**src/rtl/adc_pkg.sv**
```systemverilog
// rtl/adc_pkg.sv - shared widths and capture state encoding for adc_result_capture
package adc_pkg;

    localparam int ADC_COUNT_W = 24;
    localparam int SEQ_W       = 8;

    typedef enum logic [1:0] {
        IDLE = 2'd0,
        PEND = 2'd1,
        READ = 2'd2
    } cap_state_e;

endpackage

```
**src/rtl/cs_sync_edge.sv**
```systemverilog
// rtl/cs_sync_edge.sv - two-flop synchronizer with single-cycle fall/rise pulses
module cs_sync_edge #(
    parameter logic RESET_VAL = 1'b1
) (
    input  logic clk,
    input  logic rst_n,
    input  logic cs_in,
    output logic cs_sync,
    output logic cs_fall,
    output logic cs_rise
);

    logic meta_q;
    logic sync_q;
    logic prev_q;

    always_ff @(posedge clk or negedge rst_n) begin
        if (!rst_n) begin
            meta_q <= RESET_VAL;
            sync_q <= RESET_VAL;
            prev_q <= RESET_VAL;
        end else begin
            meta_q <= cs_in;
            sync_q <= meta_q;
            prev_q <= sync_q;
        end
    end

    assign cs_sync = sync_q;
    assign cs_fall = prev_q & ~sync_q;
    assign cs_rise = ~prev_q & sync_q;

endmodule

```
**src/rtl/adc_result_capture.sv**
```systemverilog
// rtl/adc_result_capture.sv - ADC count snapshot with SPI read freeze, shadow slot and host interrupt
// Optional self-clearing interrupt timeout: ADC_INT_TIMEOUT_EN
module adc_result_capture
    import adc_pkg::*;
#(
    parameter int WIDTH        = ADC_COUNT_W,
    parameter int INT_MIN_HOLD = 16,
    parameter int INT_TIMEOUT  = 2000000
) (
    input  logic             clk,
    input  logic             rst_n,
    input  logic             done_strobe,
    input  logic [WIDTH-1:0] count_up_in,
    input  logic [WIDTH-1:0] count_down_in,
    input  logic [WIDTH-1:0] count_rundown_in,
    input  logic             spi_cs,
    output logic [WIDTH-1:0] count_up,
    output logic [WIDTH-1:0] count_down,
    output logic [WIDTH-1:0] count_rundown,
    output logic [SEQ_W-1:0] seq,
    output logic             overrun,
    output logic             int_n
);

    localparam int                HOLD_W   = $clog2(INT_MIN_HOLD + 1);
    localparam logic [HOLD_W-1:0] HOLD_MAX = HOLD_W'(INT_MIN_HOLD - 1);

    logic cs_fall, cs_rise, unused_cs_sync;

    cs_sync_edge #(.RESET_VAL(1'b1)) u_cs_sync (
        .clk     (clk),
        .rst_n   (rst_n),
        .cs_in   (spi_cs),
        .cs_sync (unused_cs_sync),
        .cs_fall (cs_fall),
        .cs_rise (cs_rise)
    );

    cap_state_e         state_q, state_d;
    logic [3*WIDTH-1:0] snap_q, snap_d, shadow_q, shadow_d;
    logic               sh_full_q, sh_full_d;
    logic               rd_ovr_q, rd_ovr_d;
    logic [SEQ_W-1:0]   seq_q, seq_d;
    logic               ovr_q, ovr_d;
    logic               int_n_q, int_n_d;
    logic [HOLD_W-1:0]  hold_q, hold_d;
    logic               capture;
    logic               tmo_hit;
    logic [3*WIDTH-1:0] in_cnt;

    assign in_cnt = {count_up_in, count_down_in, count_rundown_in};

`ifdef ADC_INT_TIMEOUT_EN
    logic [21:0] tmo_q;

    assign tmo_hit = (state_q == PEND) && (tmo_q == 22'(INT_TIMEOUT - 1));

    always_ff @(posedge clk or negedge rst_n) begin
        if (!rst_n)
            tmo_q <= '0;
        else if (capture)
            tmo_q <= '0;
        else if (state_q == PEND)
            tmo_q <= tmo_q + 22'd1;
    end
`else
    logic unused_tmo;
    assign unused_tmo = |INT_TIMEOUT;
    assign tmo_hit    = 1'b0;
`endif

    always_comb begin
        state_d   = state_q;
        snap_d    = snap_q;
        shadow_d  = shadow_q;
        sh_full_d = sh_full_q;
        rd_ovr_d  = rd_ovr_q;
        seq_d     = seq_q;
        ovr_d     = ovr_q;
        int_n_d   = int_n_q;
        hold_d    = (hold_q == HOLD_MAX) ? hold_q : hold_q + 1'b1;
        capture   = 1'b0;

        case (state_q)
            IDLE, PEND: begin
                if (done_strobe) begin
                    capture = 1'b1;
                    snap_d  = in_cnt;
                    state_d = PEND;
                    if (state_q == PEND)
                        ovr_d = 1'b1;
                end else if (tmo_hit && !cs_fall) begin
                    int_n_d = 1'b1;
                    ovr_d   = 1'b1;
                    state_d = IDLE;
                end
                // Capture and CS fall in one cycle: capture lands, then the read freezes it.
                if (cs_fall) begin
                    state_d  = READ;
                    rd_ovr_d = 1'b0;
                end
            end
            READ: begin
                if (hold_q == HOLD_MAX)
                    int_n_d = 1'b1;
                if (cs_rise) begin
                    sh_full_d = 1'b0;
                    rd_ovr_d  = 1'b0;
                    ovr_d     = rd_ovr_q;
                    if (done_strobe) begin
                        capture = 1'b1;
                        snap_d  = in_cnt;
                        state_d = PEND;
                        if (sh_full_q)
                            ovr_d = 1'b1;
                    end else if (sh_full_q) begin
                        capture = 1'b1;
                        snap_d  = shadow_q;
                        state_d = PEND;
                    end else begin
                        state_d = IDLE;
                    end
                end else if (done_strobe) begin
                    shadow_d  = in_cnt;
                    sh_full_d = 1'b1;
                    if (sh_full_q) begin
                        ovr_d    = 1'b1;
                        rd_ovr_d = 1'b1;
                    end
                end
            end
            default: state_d = IDLE;
        endcase

        if (capture) begin
            seq_d   = seq_q + 1'b1;
            int_n_d = 1'b0;
            hold_d  = '0;
        end
    end

    always_ff @(posedge clk or negedge rst_n) begin
        if (!rst_n) begin
            state_q   <= IDLE;
            snap_q    <= '0;
            shadow_q  <= '0;
            sh_full_q <= 1'b0;
            rd_ovr_q  <= 1'b0;
            seq_q     <= '0;
            ovr_q     <= 1'b0;
            int_n_q   <= 1'b1;
            hold_q    <= '0;
        end else begin
            state_q   <= state_d;
            snap_q    <= snap_d;
            shadow_q  <= shadow_d;
            sh_full_q <= sh_full_d;
            rd_ovr_q  <= rd_ovr_d;
            seq_q     <= seq_d;
            ovr_q     <= ovr_d;
            int_n_q   <= int_n_d;
            hold_q    <= hold_d;
        end
    end

    assign {count_up, count_down, count_rundown} = snap_q;
    assign seq     = seq_q;
    assign overrun = ovr_q;
    assign int_n   = int_n_q;

endmodule

```
**config.mk**
```make
export PLATFORM = sky130hd
export DESIGN_NAME = adc_result_capture
export DESIGN_NICKNAME = d
export VERILOG_FILES = /design/src/rtl/adc_pkg.sv /design/src/rtl/cs_sync_edge.sv /design/src/rtl/adc_result_capture.sv
export SDC_FILE = /design/constraint.sdc
export NUM_CORES = 1
export LEC_CHECK = 0
export ABC_AREA = 0
export BUFFER_PORTS_ARGS = -buffer_cell sky130_fd_sc_hd__buf_2
export CORE_ASPECT_RATIO = 1.5
export CORE_MARGIN = 4
export CORE_UTILIZATION = 50
export CTS_BUF_LIST = sky130_fd_sc_hd__clkbuf_2
export DETAILED_ROUTE_END_ITERATION = 10
export PLACE_DENSITY = 0.75
export SLEW_MARGIN = 20
export SYNTH_ARGS = -nofsm -noshare
export SYNTH_HDL_FRONTEND = slang
export SYNTH_SLANG_ARGS = --single-unit
```
**constraint.sdc**
```tcl
create_clock -name clk -period 5.92 [get_ports clk]
set_clock_uncertainty 0.2 [all_clocks]
set_input_delay 1.48 -clock clk [delete_from_list [all_inputs] [get_ports clk]]
set_output_delay 1.48 -clock clk [all_outputs]
set_load 0.005 [all_outputs]
```
Yosys cells after proc, flatten, opt, wreduce, memory -nomap -nowiden
Index checks and enable logic that the tools add are counted.
{"block": "word_totals", "inputBits": 76, "register_bits": 166, "word_cells": 78, "out_inout_bits": 82}
{"block": "classes", "bitwise_logic": 5, "addsub": 2, "eq_ne": 12, "mux": 34, "reduce_logical": 13}
{"operator": "$mux W72", "n": 4}
{"operator": "$pmux W72 S2", "n": 1}
{"operator": "$mux W1", "n": 20}
{"operator": "$ne A3 B3 Y1 const B", "n": 4}
{"operator": "$mux W5", "n": 2}
{"operator": "$ne A2 B2 Y1 const B", "n": 5}
{"operator": "$add A8 B1 Y8 const B", "n": 1}
{"operator": "$reduce_and A2 Y1", "n": 4}
{"operator": "$reduce_bool A2 Y1", "n": 4}
{"operator": "$mux W2", "n": 3}
{"operator": "$pmux W1 S2", "n": 3}
{"operator": "$add A5 B1 Y5 const B", "n": 1}
{"operator": "$eq A5 B4 Y1 const B", "n": 1}
{"operator": "$reduce_and A5 Y1", "n": 1}
{"operator": "$pmux W2 S2", "n": 1}
{"operator": "$reduce_and A4 Y1", "n": 1}
{"operator": "$not A1 Y1", "n": 3}
{"operator": "$reduce_and A3 Y1", "n": 1}
{"operator": "$and A1 B1 Y1", "n": 2}
{"operator": "$eq A2 B1 Y1 const B", "n": 1}
{"operator": "$eq A2 B2 Y1 const B", "n": 1}
{"operator": "$logic_not A2 Y1", "n": 1}
{"operator": "$reduce_or A2 Y1", "n": 1}

Logic depth before layout (Yosys ltp)
{"block": "depth", "depth_word": 6, "ltp_mapped": 7, "ltp_nobuf": 6}

By module
Synthesis repeated with hierarchy kept, for this count alone.
{"block": "hier_totals", "hier_cells": 554, "hier_area_um2": 7061.8}
{"module": "adc_result_capture", "n_inst": 1, "seq_area_each_um2": 4080.2, "area_per_inst_um2": 6967.9, "cells_each": 549}
{"module": "cs_sync_edge", "n_inst": 1, "seq_area_each_um2": 78.8, "area_per_inst_um2": 93.8, "cells_each": 5}

Least setup slack after synthesis
No wires, ideal clock.
{"block": "synth_path", "path_kind": "input port to flip-flop", "startpoint": "in done_strobe", "endpoint": "reg shadow_q[0]", "setup_ps": 125, "cell_stages": 5, "path_buffers": 3, "required_time_ps": 5595, "slack_ps": 2990, "t_arrival_ps": 2605, "cell_sequence": "clkbuf_1 > and3_1 > buf_2 > buf_2 > mux2_2"}
{"block": "synth_via", "elab_chain_cells": 1}
{"element": "start, declared", "line": "adc_result_capture.sv:12", "source": "input logic done_strobe,"}
{"element": "$reduce_and A3 Y1 (no source line)"}
{"element": "end signal, assigned", "line": "adc_result_capture.sv:156", "source": "shadow_q <= shadow_d;"}
{"element": "end, declared", "line": "adc_result_capture.sv:40", "source": "logic [3*WIDTH-1:0] snap_q, snap_d, shadow_q, shadow_d;"}
Every way passes these cells.
A chain may end at the register's enable or synchronous reset.

Final worst setup path
{"block": "layout_path", "startpoint": "reg int_n_q (netlist: int_n)", "endpoint": "out int_n"}
{"element": "start, declared", "line": "adc_result_capture.sv:45", "source": "logic int_n_q, int_n_d;"}
{"element": "start signal, assigned", "line": "adc_result_capture.sv:161", "source": "int_n_q <= int_n_d;"}
{"element": "end, declared", "line": "adc_result_capture.sv:22", "source": "output logic int_n"}
No word-level cell between the ends.

==> flow_summary.yaml <==
routing:
  first_iter_violations: 154
  wl_per_cell_um: 16.6
  vias: 4708
  via_per_inst: 5.37
  firstDrtPassIters: 4
  ant_nets: 0
  drc: 0
  drt-total-wl_um: 14600
final_layout:
  fillers: 1136
  layout-drive-gt1-share: 0.408
  multi_input_area_um2: 2670
  syn2layout_area_growth_pct: 15.8
  seq_area_um2: 4160
  nets: 780
  post-route-util: 0.596
  final_common_cell: "dfrtp_1"
  final_area_um2: 8150
  layout_common_cells: "162 x dfrtp_1, 156 x buf_2, 83 x nor2_1"
clock_tree:
  cts_buffers: 17
  clk_latency_ps: 660
  postCtsSetupBuffers: 0
  htree_levels: 4
  clkSinkCount: 166
  cts.clk_slew.worst_paths_ps: 220
  cts_resized: 0
  clk_path_buf_depth: 2
  root_buffer: "clkbuf_2"
  cts_tree: "done"
  holdBufCountCts: 0
global_routing:
  antenna_found_initial: 2
  overflow: 0
  grt.total_usage: 0.186
  grt_pass1_vias: 5019
  grt_start_max_net_pins: 126
  grt_pass1_wl_um: 24300
power_and_ir_drop:
  share_comb_of_total_power: 0.326
  ir_drop_mv: 0.227
  pwr-share-clk: 0.155
  power_density_nw_per_um2: 465
  p_sw_frac: 0.342
  p_total_mw: 3.79
  power_switching_mw: 1.30
  p_int_mw: 2.49
  p_leak_nw: 3.55
  pwr-share-seq: 0.519
yosys:
  synth_cell_types: 30
  synthFlopType: "dfrtp_1"
  synth_nets: 634
  synth_area_um2: 7040
  synthTopCellsByArea: "dfrtp_1 58%, mux2_2 12%, mux2i_1 11%"
  synth_top_area_share: 0.576
  synth_edf_count: 0
  netlist_instances: 555
  ys_seq_area_frac: 0.591
  ys_seq_elements: 166
  async_reset_ff_frac: 1.00
  syn_avg_cell_area_um2: 12.7
  ys_warn_count: 0
  yosys.area.top_type: "dfrtp_1"
worst_setup_path:
  path_buf_inv: 1
  path_depth: 1
  crit_chain: "buf_2"
  path_delay_family: "flip-flops"
  start_kind: "flop"
  slowest_delay_ps: 580
  r2r_end: "snap_q[14]"
  reg2reg_from: "u_cs_sync.cs_sync"
  worstPathArrival_ps: 1340
  path_max_fanout: 2
  criticalPathCategory: "flop to primary output"
  cpMaxStageDelayCell: "dfstp_2"
  r2r_cells: 5
  r2r_setup_slack_ps: 2990
  endpoint_kind: "primary output"
  crit_required_ps: 4240
place:
  dpl_cell_area_um2: 7880
  place.gp.congestion: 0.745
  dp_hpwl_um: 9980
  port-buffer-count: 157
timing:
  fin_setup_tns_ps: 0
  slew_viol_final: 0
  tightest_slew_ps: 1070
  setup_viol: 0
  hold_viol: 0
  slew_headroom: 0.288
  rsz0062_at_grt: "false"
  fmax_ghz: 0.331
  post-route-min-period_ps: 3020
  finalCritPeriodShare: 0.510
min_path:
  min_from: "u_cs_sync.meta_q"
  min_path_cells: 0
  hold_path_end: "u_cs_sync.cs_sync"
  hp-class: "flop to flop"
floorplan:
  rows: 52
  io_pins: 158
  dieArea_um2: 16100
  initial_core_util: 0.515
  fp.dieW_um: 105
  die_y_um: 153
  coreArea_um2: 13700
status:
  outcome: "completed"
run:
  cap_violations: 0
[logic make-up after synthesis]
family                     after synthesis  share of synthesized area
DFF                                    166                      0.591
muxes                                  147                      0.222
and+or+nand+nor                        105                     0.0642
AOI/OAI and AO/OA                       86                     0.0734
buffers and inverters                   38                     0.0316
xor gates and xnor gates                10                     0.0124
adders and majority gates                3                    0.00533
[per-stage QoR]
| step | cells | setup slack (ps) | hold slack [ps] |
|---|---|---|---|
| 3_5_place_dp | 843 | 2200 | 147 |
| 2_1_floorplan | 555 | 2990 | 145 |
| 5_1_grt | 877 | 2770 | 176 |
| 6_report | 877 | 2900 | 171 |
| 3_3_place_gp | 843 | 2290 | 149 |
| 4_1_cts | 875 | 2810 | 174 |
[worst max path at each step]
stage	startpoint	endpoint	slack [ps]
2_1_floorplan	done_strobe	shadow_q[0]	2990
3_3_place_gp	done_strobe	snap_q[47]	2290
3_5_place_dp	done_strobe	snap_q[48]	2200
4_1_cts	int_n	int_n	2810
5_1_grt	int_n	int_n	2770
6_report	int_n	int_n	2900
[layer usage]
| metal | wire (µm) | GRT usage |
|---|---|---|
| met3 | 787 | 0.0498 |
| met2 | 7680 | 0.327 |
| met5 | 14 | 0 |
| met1 | 5720 | 0.216 |
| met4 | 384 | 0.0738 |
[layout make-up]
type / instances / area share
Antenna cell: 1 / 0.000307
Timing Repair Buffer: 162 / 0.106
Sequential cell: 166 / 0.510
Clock inverter: 15 / 0.0189
Tap cell: 162 / 0.0249
Multi-Input combinational cell: 351 / 0.328
Clock buffer: 17 / 0.0104
Inverter: 3 / 0.00138
[state kept, by name, summed over array words and instances (netlist names)]
signal	flops
u_cs_sync.prev_q	1
sh_full_q	1
u_cs_sync.meta_q	1
overrun	1
u_cs_sync.cs_sync	1
snap_q	72
int_n	1
seq	8
hold_q	5
state_q	2
rd_ovr_q	1
shadow_q	72
[cells in the mapped netlist, drive strengths merged, types with 2 or more instances]
master  count
nor2       84
a21oi      79
clkbuf      2
and3        4
o21ai       4
dfrtp     162
nand4       3
dfstp       4
inv         3
nand2b      4
mux2i      74
xor2        3
mux2       73
buf        33
xnor2       7
ha          3
nand2       3
nor2b       2
[power groups by stage]
| stage | Sequential, mW | Combinational, mW | Clock (mW) |
|---|---|---|---|
| 6_report | 1.97 | 1.24 | 0.588 |
| 5_1_grt | 2.04 | 1.37 | 0.669 |
| 4_1_cts | 1.97 | 1.26 | 0.618 |
| 3_5_place_dp | 2.00 | 1.26 | 0 |
| 3_3_place_gp | 1.96 | 1.20 | 0 |
| 2_1_floorplan | 1.95 | 0.793 | 0 |
(Power assumes the default switching activity.)
